[config.mk]
export PLATFORM = sky130hd
export DESIGN_NAME = ctrl_word_pipe
export DESIGN_NICKNAME = d
export VERILOG_FILES = /design/src/rtl/rv32i_types.sv /design/src/rtl/cwp_stage.sv /design/src/rtl/ctrl_word_pipe.sv
export SDC_FILE = /design/constraint.sdc
export NUM_CORES = 1
export LEC_CHECK = 0
export ABC_AREA = 1
export BUFFER_PORTS_ARGS = -buffer_cell sky130_fd_sc_hd__buf_4
export CAP_MARGIN = 20
export CORE_MARGIN = 3
export CORE_UTILIZATION = 55
export DETAILED_ROUTE_END_ITERATION = 7
export PLACE_DENSITY = 0.8
export SYNTH_ARGS = -nofsm -noshare
export SYNTH_HDL_FRONTEND = slang
export SYNTH_HIERARCHICAL = 1
export SYNTH_SLANG_ARGS = --single-unit
[constraint.sdc]
create_clock -name clk -period 3.7 [get_ports clk]
set_clock_uncertainty 0.05 [all_clocks]
set_input_delay 0.37 -clock clk [delete_from_list [all_inputs] [get_ports clk]]
set_output_delay 0.37 -clock clk [all_outputs]
set_load 0.02 [all_outputs]
[src/rtl/rv32i_types.sv]
// Shared RV32I control-word types used by the control-word pipeline.
// Holds ctrl_word_t and the depth ceiling CWP_MAX_DEPTH.
package rv32i_types;

  localparam int CWP_MAX_DEPTH = 8;

  typedef enum logic [6:0] {
    op_lui   = 7'b0110111,
    op_auipc = 7'b0010111,
    op_jal   = 7'b1101111,
    op_jalr  = 7'b1100111,
    op_br    = 7'b1100011,
    op_load  = 7'b0000011,
    op_store = 7'b0100011,
    op_imm   = 7'b0010011,
    op_reg   = 7'b0110011,
    op_csr   = 7'b1110011
  } rv32i_opcode;

  typedef enum logic [2:0] {
    alu_add = 3'b000,
    alu_sll = 3'b001,
    alu_sra = 3'b010,
    alu_sub = 3'b011,
    alu_xor = 3'b100,
    alu_srl = 3'b101,
    alu_or  = 3'b110,
    alu_and = 3'b111
  } alu_ops;

  typedef enum logic [2:0] {
    beq  = 3'b000,
    bne  = 3'b001,
    blt  = 3'b100,
    bge  = 3'b101,
    bltu = 3'b110,
    bgeu = 3'b111
  } branch_funct3_t;

  typedef struct packed {
    rv32i_opcode    opcode;
    alu_ops         aluop;
    branch_funct3_t cmpop;
    logic [3:0]     regfilemux_sel;
    logic [4:0]     rd;
    logic [31:0]    u_imm;
    logic           load_regfile;
    logic           read;
    logic           write;
  } ctrl_word_t;

endpackage

[src/rtl/cwp_stage.sv]
// One control-word pipeline stage: valid bit plus control word.
// clear has priority over load; data is only captured with a valid word,
// so an emptied stage keeps its last contents on the data bus.
module cwp_stage
  import rv32i_types::*;
(
  input  logic       clk,
  input  logic       rst_n,
  input  logic       load,
  input  logic       clear,
  input  logic       valid_d,
  input  ctrl_word_t data_d,
  output logic       valid,
  output ctrl_word_t data
);

  logic       valid_reg;
  ctrl_word_t data_reg;

  // Stage register: reset wipes everything, clear kills the word, load refills or empties.
  always_ff @(posedge clk or negedge rst_n) begin
    if (!rst_n) begin
      valid_reg <= 1'b0;
      data_reg  <= '0;
    end else if (clear) begin
      valid_reg <= 1'b0;
    end else if (load) begin
      valid_reg <= valid_d;
      if (valid_d) begin
        data_reg <= data_d;
      end
    end
  end

  assign valid = valid_reg;
  assign data  = data_reg;

endmodule

[src/rtl/ctrl_word_pipe.sv]
// Elastic, bubble-collapsing control-word pipeline with RAW hazard queries.
// Stage 0 is youngest, stage DEPTH-1 is oldest and feeds the output.
// Optional build macro: CTRL_WORD_PIPE_FWD_EN -- ALU-result matches are
// reported on fwd_hit instead of hazard; only load matches stall.
module ctrl_word_pipe
  import rv32i_types::*;
#(
  parameter int DEPTH       = 4,
  parameter int FLUSH_DEPTH = 2,
  parameter int NUM_SRC     = 2
) (
  input  logic                           clk,
  input  logic                           rst_n,
  input  logic                           in_valid,
  output logic                           in_ready,
  input  ctrl_word_t                     in_cw,
  input  logic                           stall,
  input  logic                           flush,
  output logic                           out_valid,
  input  logic                           out_ready,
  output ctrl_word_t                     out_cw,
  input  logic [NUM_SRC-1:0][4:0]        chk_rs,
  output logic [NUM_SRC-1:0]             hazard,
  output logic [$clog2(DEPTH+1)-1:0]     occupancy
`ifdef CTRL_WORD_PIPE_FWD_EN
  ,
  output logic [NUM_SRC-1:0]             fwd_hit
`endif
);

  localparam int OCC_W = $clog2(DEPTH+1);

  logic [DEPTH-1:0] stage_valid;
  ctrl_word_t       stage_cw    [DEPTH];
  ctrl_word_t       incoming_cw [DEPTH];
  logic [DEPTH-1:0] clear;
  logic [DEPTH-1:0] move;
  logic [DEPTH-1:0] incoming;
  logic [DEPTH-1:0] load;
  logic [DEPTH-1:0] valid_next;
  logic             xfer_out;
  logic             accept;
  logic [OCC_W-1:0] occupancy_next;
  logic [OCC_W-1:0] occupancy_reg;

  genvar gi;
  generate
    for (gi = 0; gi < DEPTH; gi++) begin : g_stage
      assign clear[gi] = flush && (gi < FLUSH_DEPTH);

      if (gi == 0) begin : g_head
        assign incoming_cw[gi] = in_cw;
      end else begin : g_body
        assign incoming_cw[gi] = stage_cw[gi-1];
      end

      cwp_stage u_stage (
        .clk     (clk),
        .rst_n   (rst_n),
        .load    (load[gi]),
        .clear   (clear[gi]),
        .valid_d (incoming[gi]),
        .data_d  (incoming_cw[gi]),
        .valid   (stage_valid[gi]),
        .data    (stage_cw[gi])
      );
    end
  endgenerate

  // Movement network, resolved oldest-first so a stage may advance into a slot being vacated.
  // A stage being flushed never hands its word onward, and a flushed oldest stage never transfers.
  always_comb begin
    xfer_out = stage_valid[DEPTH-1] && out_ready && !stall && !clear[DEPTH-1];
    move     = '0;
    move[DEPTH-1] = xfer_out;
    for (int i = DEPTH - 2; i >= 0; i--) begin
      move[i] = stage_valid[i] && !stall && !clear[i] &&
                (!stage_valid[i+1] || move[i+1]);
    end

    in_ready = !stall && !flush && (!stage_valid[0] || move[0]);
    accept   = in_valid && in_ready;

    incoming    = '0;
    incoming[0] = accept;
    for (int i = 1; i < DEPTH; i++) begin
      incoming[i] = move[i-1];
    end
    load = move | incoming;

    valid_next     = '0;
    occupancy_next = '0;
    for (int i = 0; i < DEPTH; i++) begin
      if (clear[i]) begin
        valid_next[i] = 1'b0;
      end else if (load[i]) begin
        valid_next[i] = incoming[i];
      end else begin
        valid_next[i] = stage_valid[i];
      end
      occupancy_next = occupancy_next + OCC_W'(valid_next[i]);
    end
  end

  // Occupancy tracks the valid bits on the same edge they change.
  always_ff @(posedge clk or negedge rst_n) begin
    if (!rst_n) begin
      occupancy_reg <= '0;
    end else begin
      occupancy_reg <= occupancy_next;
    end
  end

  assign occupancy = occupancy_reg;
  assign out_valid = stage_valid[DEPTH-1];
  assign out_cw    = stage_cw[DEPTH-1];

  // RAW hazard scan; stages are walked oldest to youngest so the youngest match is seen last.
  always_comb begin
    hazard = '0;
`ifdef CTRL_WORD_PIPE_FWD_EN
    fwd_hit = '0;
`endif
    for (int k = 0; k < NUM_SRC; k++) begin
      for (int i = DEPTH - 1; i >= 0; i--) begin
        if (stage_valid[i] && stage_cw[i].load_regfile &&
            (stage_cw[i].rd == chk_rs[k]) && (stage_cw[i].rd != 5'd0)) begin
`ifdef CTRL_WORD_PIPE_FWD_EN
          if (stage_cw[i].read) begin
            hazard[k] = 1'b1;
          end
          fwd_hit[k] = !stage_cw[i].read;
`else
          hazard[k] = 1'b1;
`endif
        end
      end
    end
  end

endmodule
# == Yosys cells after proc, flatten, opt, wreduce, memory -nomap -nowiden ==
# Cells that the tools add are included.
# classes
add_sub_neg,3
n_eq_ne,8
muxes,14
bitwise,2
n_reduce_logical,51
# ops
op,count
$eq 5x5->1,8
$logic_and 1x1->1,33
$reduce_bool 5->1,4
$mux 1,14
$logic_not 1->1,6
$reduce_and 3->1,2
$logic_or 1x1->1,4
$or 4x4->4,1
$reduce_and 2->1,2
$add 2x1->3,1
$add 3x1->3,1
$add 1x1->2,1
$not 1->1,1
# word_totals
reg_bits,235
out_inout_bits,64
elab_cells,119

# == Logic depth before layout (Yosys ltp) ==
# Gate-level depths: netlist of run 1.
# logic_depth
word_depth,17
ltp_mapped,16

# == Modules after synthesis ==
# Netlist of run 1, hierarchy kept.
# by_module_without_submodules
mod,n_inst,cells_each,area_each_um2,seq_area_each_um2
cwp_stage,4,258,2389.8,1451.4
ctrl_word_pipe,1,179,950.9,75.1

# == Least setup slack after synthesis of run 1 ==
# OpenSTA, ideal clock, no wires.
# synth_timing
path_type,reg2reg
start,register g_stage[3].u_stage.valid_reg
end,register occupancy_reg[1] (netlist: occupancy[1])
setup_time_ns,0.126
arrival_ns,2.041
setup_slack_ns,1.483
stages_incl_launch_ff,14
cell_sequence,dfrtp_1 -> nand2_2 -> nand2_2 -> nand2_2 -> nand2_2 -> nand2_4 -> nand2_4 -> nand2_1 -> o21ai_1 -> nand2_1 -> inv_1 -> fa_1 -> ha_1 -> ha_1
# synth_via
elab_chain_len,17
# synth_rtl
item,line,text
start: declaration,cwp_stage.sv:17,logic valid_reg;
start signal: assignment,cwp_stage.sv:28,valid_reg <= valid_d;
$logic_and 1x1->1 (2 in a row),ctrl_word_pipe.sv:73,xfer_out = stage_valid[DEPTH-1] && out_ready && !stall && !clear[DEPTH-1];
$logic_or 1x1->1,ctrl_word_pipe.sv:78,(!stage_valid[i+1] || move[i+1]);
$logic_and 1x1->1,ctrl_word_pipe.sv:77,move[i] = stage_valid[i] && !stall && !clear[i] &&
$logic_or 1x1->1,ctrl_word_pipe.sv:78,
$logic_and 1x1->1,ctrl_word_pipe.sv:77,
$logic_or 1x1->1,ctrl_word_pipe.sv:78,
$logic_and 1x1->1,ctrl_word_pipe.sv:77,
$logic_or 1x1->1,ctrl_word_pipe.sv:81,in_ready = !stall && !flush && (!stage_valid[0] || move[0]);
$logic_and 1x1->1,ctrl_word_pipe.sv:81,
$logic_and 1x1->1,ctrl_word_pipe.sv:82,accept = in_valid && in_ready;
$or 4x4->4,ctrl_word_pipe.sv:89,load = move | incoming;
$mux 1 (2 in a row),-,
$add 1x1->2,ctrl_word_pipe.sv:101,occupancy_next = occupancy_next + OCC_W'(valid_next[i]);
$add 2x1->3,ctrl_word_pipe.sv:101,
$add 3x1->3 (*),ctrl_word_pipe.sv:101,
named net occupancy_next[1],ctrl_word_pipe.sv:43,logic [OCC_W-1:0] occupancy_next;
end signal: assignment,ctrl_word_pipe.sv:110,occupancy_reg <= occupancy_next;
end: declaration,ctrl_word_pipe.sv:44,logic [OCC_W-1:0] occupancy_reg;
# The timed path passes the listed nets; every way through them passes the cells marked *.
# A chain may end at the register's enable or synchronous reset.

# == Final worst setup path of run 1 ==
# layout_timing
start,register g_stage[2].u_stage.valid_reg
end,register g_stage[1].u_stage.data_reg (netlist bit g_stage[1].u_stage/data[38])
# layout_via
elab_chain_len,8
# layout_rtl
item,line,text
start: declaration,cwp_stage.sv:17,
start signal: assignment,cwp_stage.sv:28,
$logic_and 1x1->1 (2 in a row),ctrl_word_pipe.sv:77,
$logic_or 1x1->1 (*),ctrl_word_pipe.sv:78,
$logic_and 1x1->1 (*),ctrl_word_pipe.sv:77,
$logic_or 1x1->1 (*),ctrl_word_pipe.sv:78,
$logic_and 1x1->1 (*),ctrl_word_pipe.sv:77,
named net incoming[1],ctrl_word_pipe.sv:38,logic [DEPTH-1:0] incoming;
$or 4x4->4,ctrl_word_pipe.sv:89,
$reduce_and 3->1 (no source line) (*),-,
end signal: assignment,cwp_stage.sv:30,data_reg <= data_d;
end: declaration,cwp_stage.sv:18,ctrl_word_t data_reg;
# Marks and branches as above.

==> results.cfg, run 1 <==
[run_status]
status = finished clean

[detailed_routing]
wl_um = 26960
drc = 0
first_pass_iters = 6
wl_per_cell_um = 17.56
vias_per_cell = 5.861
num_vias = 8997
detail_route.iter0.violations = 874
ant_nets = 0

[timing]
hold_viol = 0
clock.fmax_ghz = 0.3821
timing.slew.headroom_pct = 32.55
worst_slew_pin_slew_ns = 1.011
holdWs_ns = 0.05717
setup_viol = 0
period_share_pct = 70.74
fin_tns_setup_ns = 0
rsz0062_at_grt = false
fin_crit_ns = 2.617
slew_viol_final = 0

[cells_and_area]
area_growth_pct = 17.18
final_layout_size_suffix_gt1_share_pct = 16.23
final_net_count = 1369
num_antenna_cells = 0
largest_register_ffs = 228

[clocking]
clockBufferDepth = 3
htreeDepth = 1
clkTransAtPathRegs_ns = 0.06
clock_sinks = 235
insertion_delay_ns = 0.51
cts_tree = done
clockRootBuffer = clkbuf_16
cts.repair.resized = 0
cts-buffers-inserted = 24

[placed_design]
dp_hpwl_um = 17300
port_buffers = 136
globalplace.congestion = 0.9659

[global_route]
grt_start_max_net_pins = 109
grtUsageTotal_pct = 26.35
grt_overflow = 0
grt_pass1_wl_um = 44700
grt_pass1_vias = 8577
antenna_found_initial = 0

[synthesis]
yosysWarnings = 6
synth_seq_cells = 235
synth_area_leaders = dfrtp_1 56%, nand2_1 18%, nand4_1 14%
synth_edf_count = 0
synth_most_common_cell = nand2_1
yosysSeqAreaShare_pct = 55.95
synthCells = 1211
yosysTopAreaCell = dfrtp_1
synth_cell_type_count = 30
synthTopCellsByCount = 505 x nand2_1, 240 x nand4_1, 235 x dfrtp_1
synth.avg_cell_area_um2 = 8.679
synth-main-ff-cell = dfrtp_1
synth_top_cell_area_share_pct = 55.95
synthesis.area_mm2 = 0.01051
async_flop_share_pct = 100.0

[floorplan]
pin_count = 137
core-area_mm2 = 0.01839
die_w_um = 144.2
die_area_mm2 = 0.02080
row_count = 49
start_util_pct = 57.14
die_h_um = 144.2

[critical_path]
worstPathCellList = inv_1 -> nor2_1 -> nand2_2 -> nand2_2 -> nand2_2 -> nand2_4 -> nand2_4 -> inv_1 -> nand3_2 -> buf_4 -> nand2_1 -> nand2_1
critPathMostFrequentCell = nand2_2
slowest_delay_ns = 0.63
crit_arrival_ns = 2.96
critPathCaptureType = flip-flop
criticalPathCategory = flip-flop to flip-flop
crit_path_max_fanout = 41
critPathLaunchType = flip-flop
critical_path_required_ns = 4.04
critPathSlowestCell = nand3_2

[run]
cap_violations = 0

[power]
leakagePower_uw = 0.006775
powerDensity_mw_per_mm2 = 447.2
ir_worst_vdd_mv = 0.3700

[worst_hold_path]
min_path_type = input pin to flip-flop
[critical path: cells and delay by family, from the launching register on]
family | cells | cell delay (ns)
buf+inv | 3 | 0.66
simple gates | 9 | 1.36
flops | 1 | 0.41
[kinds of logic (layout without fill, tap and decap cells)]
kind of cell,Yosys count,in the layout,synth area share (%)
simple gates,793,793,34.56
flops,235,235,55.95
buf+inv,141,235,6.655
compound gates,30,30,1.702
xor+xnor,8,8,0.6667
fa+ha+maj,3,3,0.4285
other cells,1,2,0.03568
[report_power, final]
group,total [uW],internal [uW],switching [uW]
Sequential,2720,2650,61.1
Clock,2470,1520,954
Combinational,319,113,206
[per-layer routing]
layer / global-route usage, % / part of all wire (%) / wire (um)
met1: 40.53 / 45 / 12110
met2: 38.41 / 45 / 12010
met3: 5.787 / 8.7 / 2356
met4: 6.627 / 1.8 / 487
met5: 0 / 0 / 0
[timing repair]
action / in CTS / in global routing
endpoints found under the hold margin: 104 / 0
buffers inserted: 0 / 0
hold buffers: 1 / 0
[path summary, 6_finish.rpt]
kind / end / start / cells past startpoint / slack [ns]
min in group asynchronous: g_stage[3].u_stage/data[53]$_DFFE_PN0P_ / rst_n / 2 / 0.46
min: g_stage[0].u_stage/data[11]$_DFFE_PN0P_ / in_cw[11] / 3 / 0.06
max in group asynchronous: g_stage[1].u_stage/data[53]$_DFFE_PN0P_ / rst_n / 3 / 2.27
min reg2reg: g_stage[0].u_stage/data[50]$_DFFE_PN0P_ / g_stage[0].u_stage/data[50]$_DFFE_PN0P_ / 2 / 0.42
max: g_stage[1].u_stage/data[38]$_DFFE_PN0P_ / g_stage[2].u_stage/valid$_DFFE_PN0P_ / 12 / 1.08
max reg2reg: g_stage[1].u_stage/data[38]$_DFFE_PN0P_ / g_stage[2].u_stage/valid$_DFFE_PN0P_ / 12 / 1.08
[per-stage QoR]
step                setup WS [ns]  std cells  total power, uW  cell area, um2  util [%]
floorplan                   1.483       1212             2897           10510         -
global placement            1.055       1494             3056           11460     62.33
detailed placement         0.9421       1495             3070           11490     62.48
CTS                         1.110       1535             5542           12320     66.96
global route               0.8518       1535             5707           12320     66.96
finish                      1.083       1535             5508           12320     66.96
[cell type report]
class                      count  area (um2)
multi-input combinational    836        3975
fill                        1487        6077
timing repair buffer         155        1206
tap                          229       286.5
clock buffer                  29       649.4
clock inverter                10       163.9
inverter                      41       153.9
sequential                   235        5881
[layout by cell type, fill, tap and decap left out, types with 5 or more instances in the layout]
cell type  Yosys  routed
nand2_1      505     502
nand4_1      240     240
dfrtp_1      235     235
buf_4         12     151
inv_1         36      36
clkbuf_16      0      24
nor2_1        23      23
o21ai_0       10      10
o22ai_1       10      10
nand2_2        4       7
nand3_1       11       7
a21oi_1        6       6
inv_2          5       5
nor3_1         5       5
xnor2_1        5       5
No activity file was read; power rests on OpenSTA's default activity.
==> inputs of run 2 (changes only) <==
Settings changed: CORE_UTILIZATION 55 to 52.
Clock period 3.7 ns to 2.31 ns, I/O delays scaled along.
==> run 2 against run 1 <==
Global-route usage decreased by 3.4 points. Sequential power increased by 60%. Combinational power up 85%. Worst hold slack gained 0.17 ns. Highest routed layer unchanged.
==> results.cfg, run 2 (same netlist as run 1, synthesis figures left out) <==
[run_status]
status = finished clean

[critical_path]
crit_path_max_fanout = 3
critical_path_buf_inv_count = 2
critPathCaptureType = flip-flop
cp_top_family = adder cells
critPathSlowestCell = fa_1
r2r_end = occupancy[1]$_DFF_PN0_
worstPathCellList = inv_2 -> nor2_2 -> nand2_2 -> nand2_4 -> nand2_4 -> nand2_4 -> nand2_4 -> nand2_1 -> o21ai_1 -> nand2_1 -> inv_1 -> fa_1 -> ha_2 -> ha_1
critPathLaunchType = flip-flop
rr_worst_depth = 14
critical_path_required_ns = 2.64
timing.rr.start = g_stage[2].u_stage/valid$_DFFE_PN0P_
crit_arrival_ns = 2.52
startpoint = g_stage[2].u_stage/valid$_DFFE_PN0P_
criticalPathCategory = flip-flop to flip-flop
critPathMostFrequentCell = nand2_4
r2r_setup_slack_ns = 0.11
slowest_delay_ns = 0.47

[clocking]
htreeDepth = 1
clockBufferDepth = 3
cts-buffers-inserted = 23
clock_sinks = 235
cts_tree = done
clockRootBuffer = clkbuf_16
clkTransAtPathRegs_ns = 0.06
insertion_delay_ns = 0.50

[detailed_routing]
wl_um = 25240
vias_per_cell = 5.421
detail_route.iter0.violations = 896
drc = 0
wl_per_cell_um = 15.32
num_vias = 8929
ant_nets = 0
first_pass_iters = 5

[global_route]
antenna_found_initial = 0
grtUsageTotal_pct = 22.95
grt_start_max_net_pins = 77
grt_overflow = 0
grt_pass1_vias = 8314
grt_pass1_wl_um = 42100

[run]
cap_violations = 0

[cells_and_area]
final_area_mm2 = 0.01302
largest_register_ffs = 228
num_antenna_cells = 0
area_growth_pct = 23.86
final_layout_size_suffix_gt1_share_pct = 16.57
multi_input_area_mm2 = 0.003988
final.fill_count = 1573
final_cell_mix = 503 x nand2_1, 240 x nand4_1, 235 x dfrtp_1, 166 x buf_4, 58 x dlygate4sd3_1
stdcell_count = 1647
final_net_count = 1443
regArea_mm2 = 0.005881
layout_commonest_cell = nand2_1

[timing]
setup_viol = 0
hold_viol = 0
timing.slew.headroom_pct = 51.98
slew_viol_final = 0
period_share_pct = 95.10
clock.fmax_ghz = 0.4552
fin_crit_ns = 2.197
fin_tns_setup_ns = 0
holdWs_ns = 0.2315
worst_slew_pin_slew_ns = 0.7203
rsz0062_at_grt = false

[worst_hold_path]
min_path_type = input pin to async pin

[placed_design]
dp_hpwl_um = 17220
place_area_mm2 = 0.01169
globalplace.congestion = 0.8629
port_buffers = 136
dp_cells = 1548

[power]
leakagePower_uw = 0.007068
total_power_uw = 8489
ir_worst_vdd_mv = 0.3855
powerDensity_mw_per_mm2 = 652.1

[floorplan]
die_area_mm2 = 0.02195
start_util_pct = 53.48
core-area_mm2 = 0.01965
row_count = 51
die_w_um = 148.2
die_h_um = 148.2
pin_count = 137
[run 2: cell count changes in the layout (fill, tap and decap cells not counted), sizes merged]
cell         delta
dlygate4sd3    +57
buf            +18
clkbuf          +5
bufinv          -3
clkinvlp        -1
[run 2: power breakdown]
| part | leakage (uW) | internal [uW] | switching (uW) |
|---|---|---|---|
| Clock | 0.000360 | 2100 | 1450 |
| Combinational | 0.00346 | 258 | 332 |
| Sequential | 0.00325 | 4250 | 103 |
| Total | 0.00707 | 6610 | 1880 |
[run 2: how the worst max path moves through the flow]
stage | to | slack (ns) | cells past startpoint
after floorplan | occupancy[1]$_DFF_PN0_ | 0.09 | 13
after global placement | occupancy[1]$_DFF_PN0_ | 0.09 | 16
after detailed placement | occupancy[1]$_DFF_PN0_ | -0.02 | 16
after CTS | occupancy[1]$_DFF_PN0_ | 0.05 | 14
after global routing | occupancy[1]$_DFF_PN0_ | 0.004 | 14
final | occupancy[1]$_DFF_PN0_ | 0.11 | 14
[run 2: area by class of cell]
| cell class | instances | area share, % |
|---|---|---|
| multi-input combinational | 836 | 30.63 |
| tap | 265 | 2.547 |
| inverter | 41 | 1.182 |
| sequential | 235 | 45.17 |
| clock inverter | 6 | 0.4229 |
| timing repair buffer | 230 | 14.92 |
| clock buffer | 34 | 5.123 |
[run 2: through the flow]
step	util, %	setup WS [ns]
after floorplan	-	0.09338
after global placement	59.49	0.08832
after detailed placement	59.49	-0.02216
after CTS	66.12	0.05423
after global routing	66.23	0.003926
final	66.23	0.1131
[run 2: per-layer routing]
metal | wire length [um] | up-vias | global-route usage, % | share of wire (%)
met5 | 0 | - | 0 | 0
met4 | 345 | 0 | 5.266 | 1.4
met3 | 1686 | 35 | 2.803 | 6.7
met2 | 10860 | 299 | 33.39 | 43
met1 | 12350 | 4183 | 37.11 | 49
li1 | - | 4412 | - | -
[run 2: timing repair]
item / 4_1_cts / 5_1_grt
hold endpoints to repair: 127 / 0
endpoints found under the setup margin: 0 / 1
setup buffers: 0 / 1
hold buffers: 58 / 0
gates resized for setup: 0 / 5
==> inputs of run 3 (changes only) <==
Settings changed: RECOVER_POWER from default to 50.
==> run 3 against run 2 <==
Routed wire length rose by 0.36%. Sequential cell count did not move. The run now ends with max-capacitance violations, max-slew violations left. Largest power group unchanged. Power fell by 0.12%. Highest routed layer unchanged.
==> results.cfg, run 3 (same netlist as run 1, synthesis figures left out) <==
[run_status]
status = finished, violations left
violations = max-capacitance violations, max-slew violations

[floorplan]
core-area_mm2 = 0.01965
row_count = 51
die_area_mm2 = 0.02195
pin_count = 137
die_h_um = 148.2
die_w_um = 148.2
start_util_pct = 53.48

[critical_path]
rr_worst_depth = 14
critPathCaptureType = flip-flop
startpoint = g_stage[2].u_stage/valid$_DFFE_PN0P_
criticalPathCategory = flip-flop to flip-flop
crit_arrival_ns = 2.52
critical_path_required_ns = 2.64
critPathLaunchType = flip-flop
timing.rr.start = g_stage[2].u_stage/valid$_DFFE_PN0P_
endpoint = occupancy[1]$_DFF_PN0_
r2r_setup_slack_ns = 0.11
crit_path_max_fanout = 3
r2r_end = occupancy[1]$_DFF_PN0_

[global_route]
grt_overflow = 0
antenna_found_initial = 0
grtUsageTotal_pct = 22.95
grt_pass1_vias = 8314
grt_start_max_net_pins = 77
grt_pass1_wl_um = 42100

[timing]
slew_viol_final = 77
worst_slew_pin_slew_ns = 1.720
timing.slew.headroom_pct = -14.70
clock.fmax_ghz = 0.4552
setup_viol = 0
fin_crit_ns = 2.197
fin_tns_setup_ns = 0
hold_viol = 0
period_share_pct = 95.11
holdWs_ns = 0.2452
rsz0062_at_grt = false

[clocking]
insertion_delay_ns = 0.49
clkTransAtPathRegs_ns = 0.06
clockBufferDepth = 3
htreeDepth = 1
clockRootBuffer = clkbuf_16
cts_tree = done
cts-buffers-inserted = 23
clock_sinks = 235

[cells_and_area]
final_cell_mix = 503 x nand2_1, 240 x nand4_1, 235 x dfrtp_1, 132 x buf_4, 58 x dlygate4sd3_1
regArea_mm2 = 0.005881
final_net_count = 1443
area_growth_pct = 22.33
final_layout_size_suffix_gt1_share_pct = 14.33
num_antenna_cells = 0
multi_input_area_mm2 = 0.003988
final.fill_count = 1611
largest_register_ffs = 228
layout_commonest_cell = nand2_1

[detailed_routing]
detail_route.iter0.violations = 820
drc = 0
wl_um = 25330
first_pass_iters = 5
num_vias = 8948
ant_nets = 0
wl_per_cell_um = 15.38
vias_per_cell = 5.433

[placed_design]
port_buffers = 136
globalplace.congestion = 0.8629
dp_hpwl_um = 17220

[power]
powerDensity_mw_per_mm2 = 659.5
ir_worst_vdd_mv = 0.3881
leakagePower_uw = 0.006920

[run]
cap_violations = 1

[worst_hold_path]
min_path_type = input pin to flip-flop
-- run 3: cell count changes in the layout (fill, tap and decap cells not counted), moves of 2 or more --
cell / previous run / this run
clkbuf_1: 6 / 37
buf_2: 0 / 2
buf_12: 5 / 2
buf_4: 166 / 132
buf_6: 0 / 3
clkbuf_2: 0 / 2
-- run 3: worst min-delay path by stage --
stage | startpoint | end | depth (start not counted)
after floorplan | rst_n | g_stage[0].u_stage/data[0]$_DFFE_PN0P_ | 0
after global placement | rst_n | g_stage[3].u_stage/data[18]$_DFFE_PN0P_ | 1
after detailed placement | rst_n | g_stage[3].u_stage/data[24]$_DFFE_PN0P_ | 1
after CTS | flush | g_stage[1].u_stage/data[15]$_DFFE_PN0P_ | 4
after global routing | flush | g_stage[1].u_stage/data[6]$_DFFE_PN0P_ | 4
final | flush | g_stage[1].u_stage/data[49]$_DFFE_PN0P_ | 4
-- run 3: repair_timing --
| action | CTS | global route |
|---|---|---|
| endpoints found under the hold margin | 127 | 0 |
| hold buffers | 58 | 0 |
| resized for setup | 0 | 5 |
| setup buffers | 0 | 1 |
| setup endpoints to repair | 0 | 1 |
-- run 3: critical path, cell delays in order, from the launching register on --
cell	delay, ns
dfrtp_1	0.36
inv_2	0.05
nor2_2	0.10
nand2_2	0.09
nand2_4	0.10
nand2_4	0.06
nand2_4	0.08
nand2_4	0.04
nand2_1	0.04
o21ai_1	0.06
nand2_1	0.06
inv_1	0.06
fa_1	0.47
ha_2	0.20
ha_1	0.27
-- run 3: layer usage --
metal  GRT usage, %  share of wire (%)
met1          37.11                 49
met2          33.39                 43
met3          2.803                5.9
met4          5.266                1.4
met5              0                  0
-- run 3: power by group --
part | internal [uW] | total [uW] | switching (uW)
clock network | 2100 | 3540 | 1450
registers | 4250 | 4350 | 102
logic | 250 | 581 | 331
-- run 3: final cells by class --
class,count,share of cell area [%]
Clock buffer,34,5.187
Clock inverter,6,0.4282
Inverter,41,1.197
Multi-Input combinational cell,836,31.01
Sequential cell,235,45.74
Tap cell,265,2.579
Timing Repair Buffer,230,13.86
-- run 3: stage by stage --
stage	util [%]	power, uW	instances	instance area [um2]	setup slack (ns)
3_3_place_gp	59.49	4903	1548	11690	0.08832
6_report	65.42	8479	1647	12860	0.1130
5_1_grt	65.42	8804	1647	12860	0.003926
4_1_cts	66.12	8550	1646	13000	0.05423
3_5_place_dp	59.49	4928	1548	11690	-0.02216
2_1_floorplan	-	4640	1212	10510	0.09338
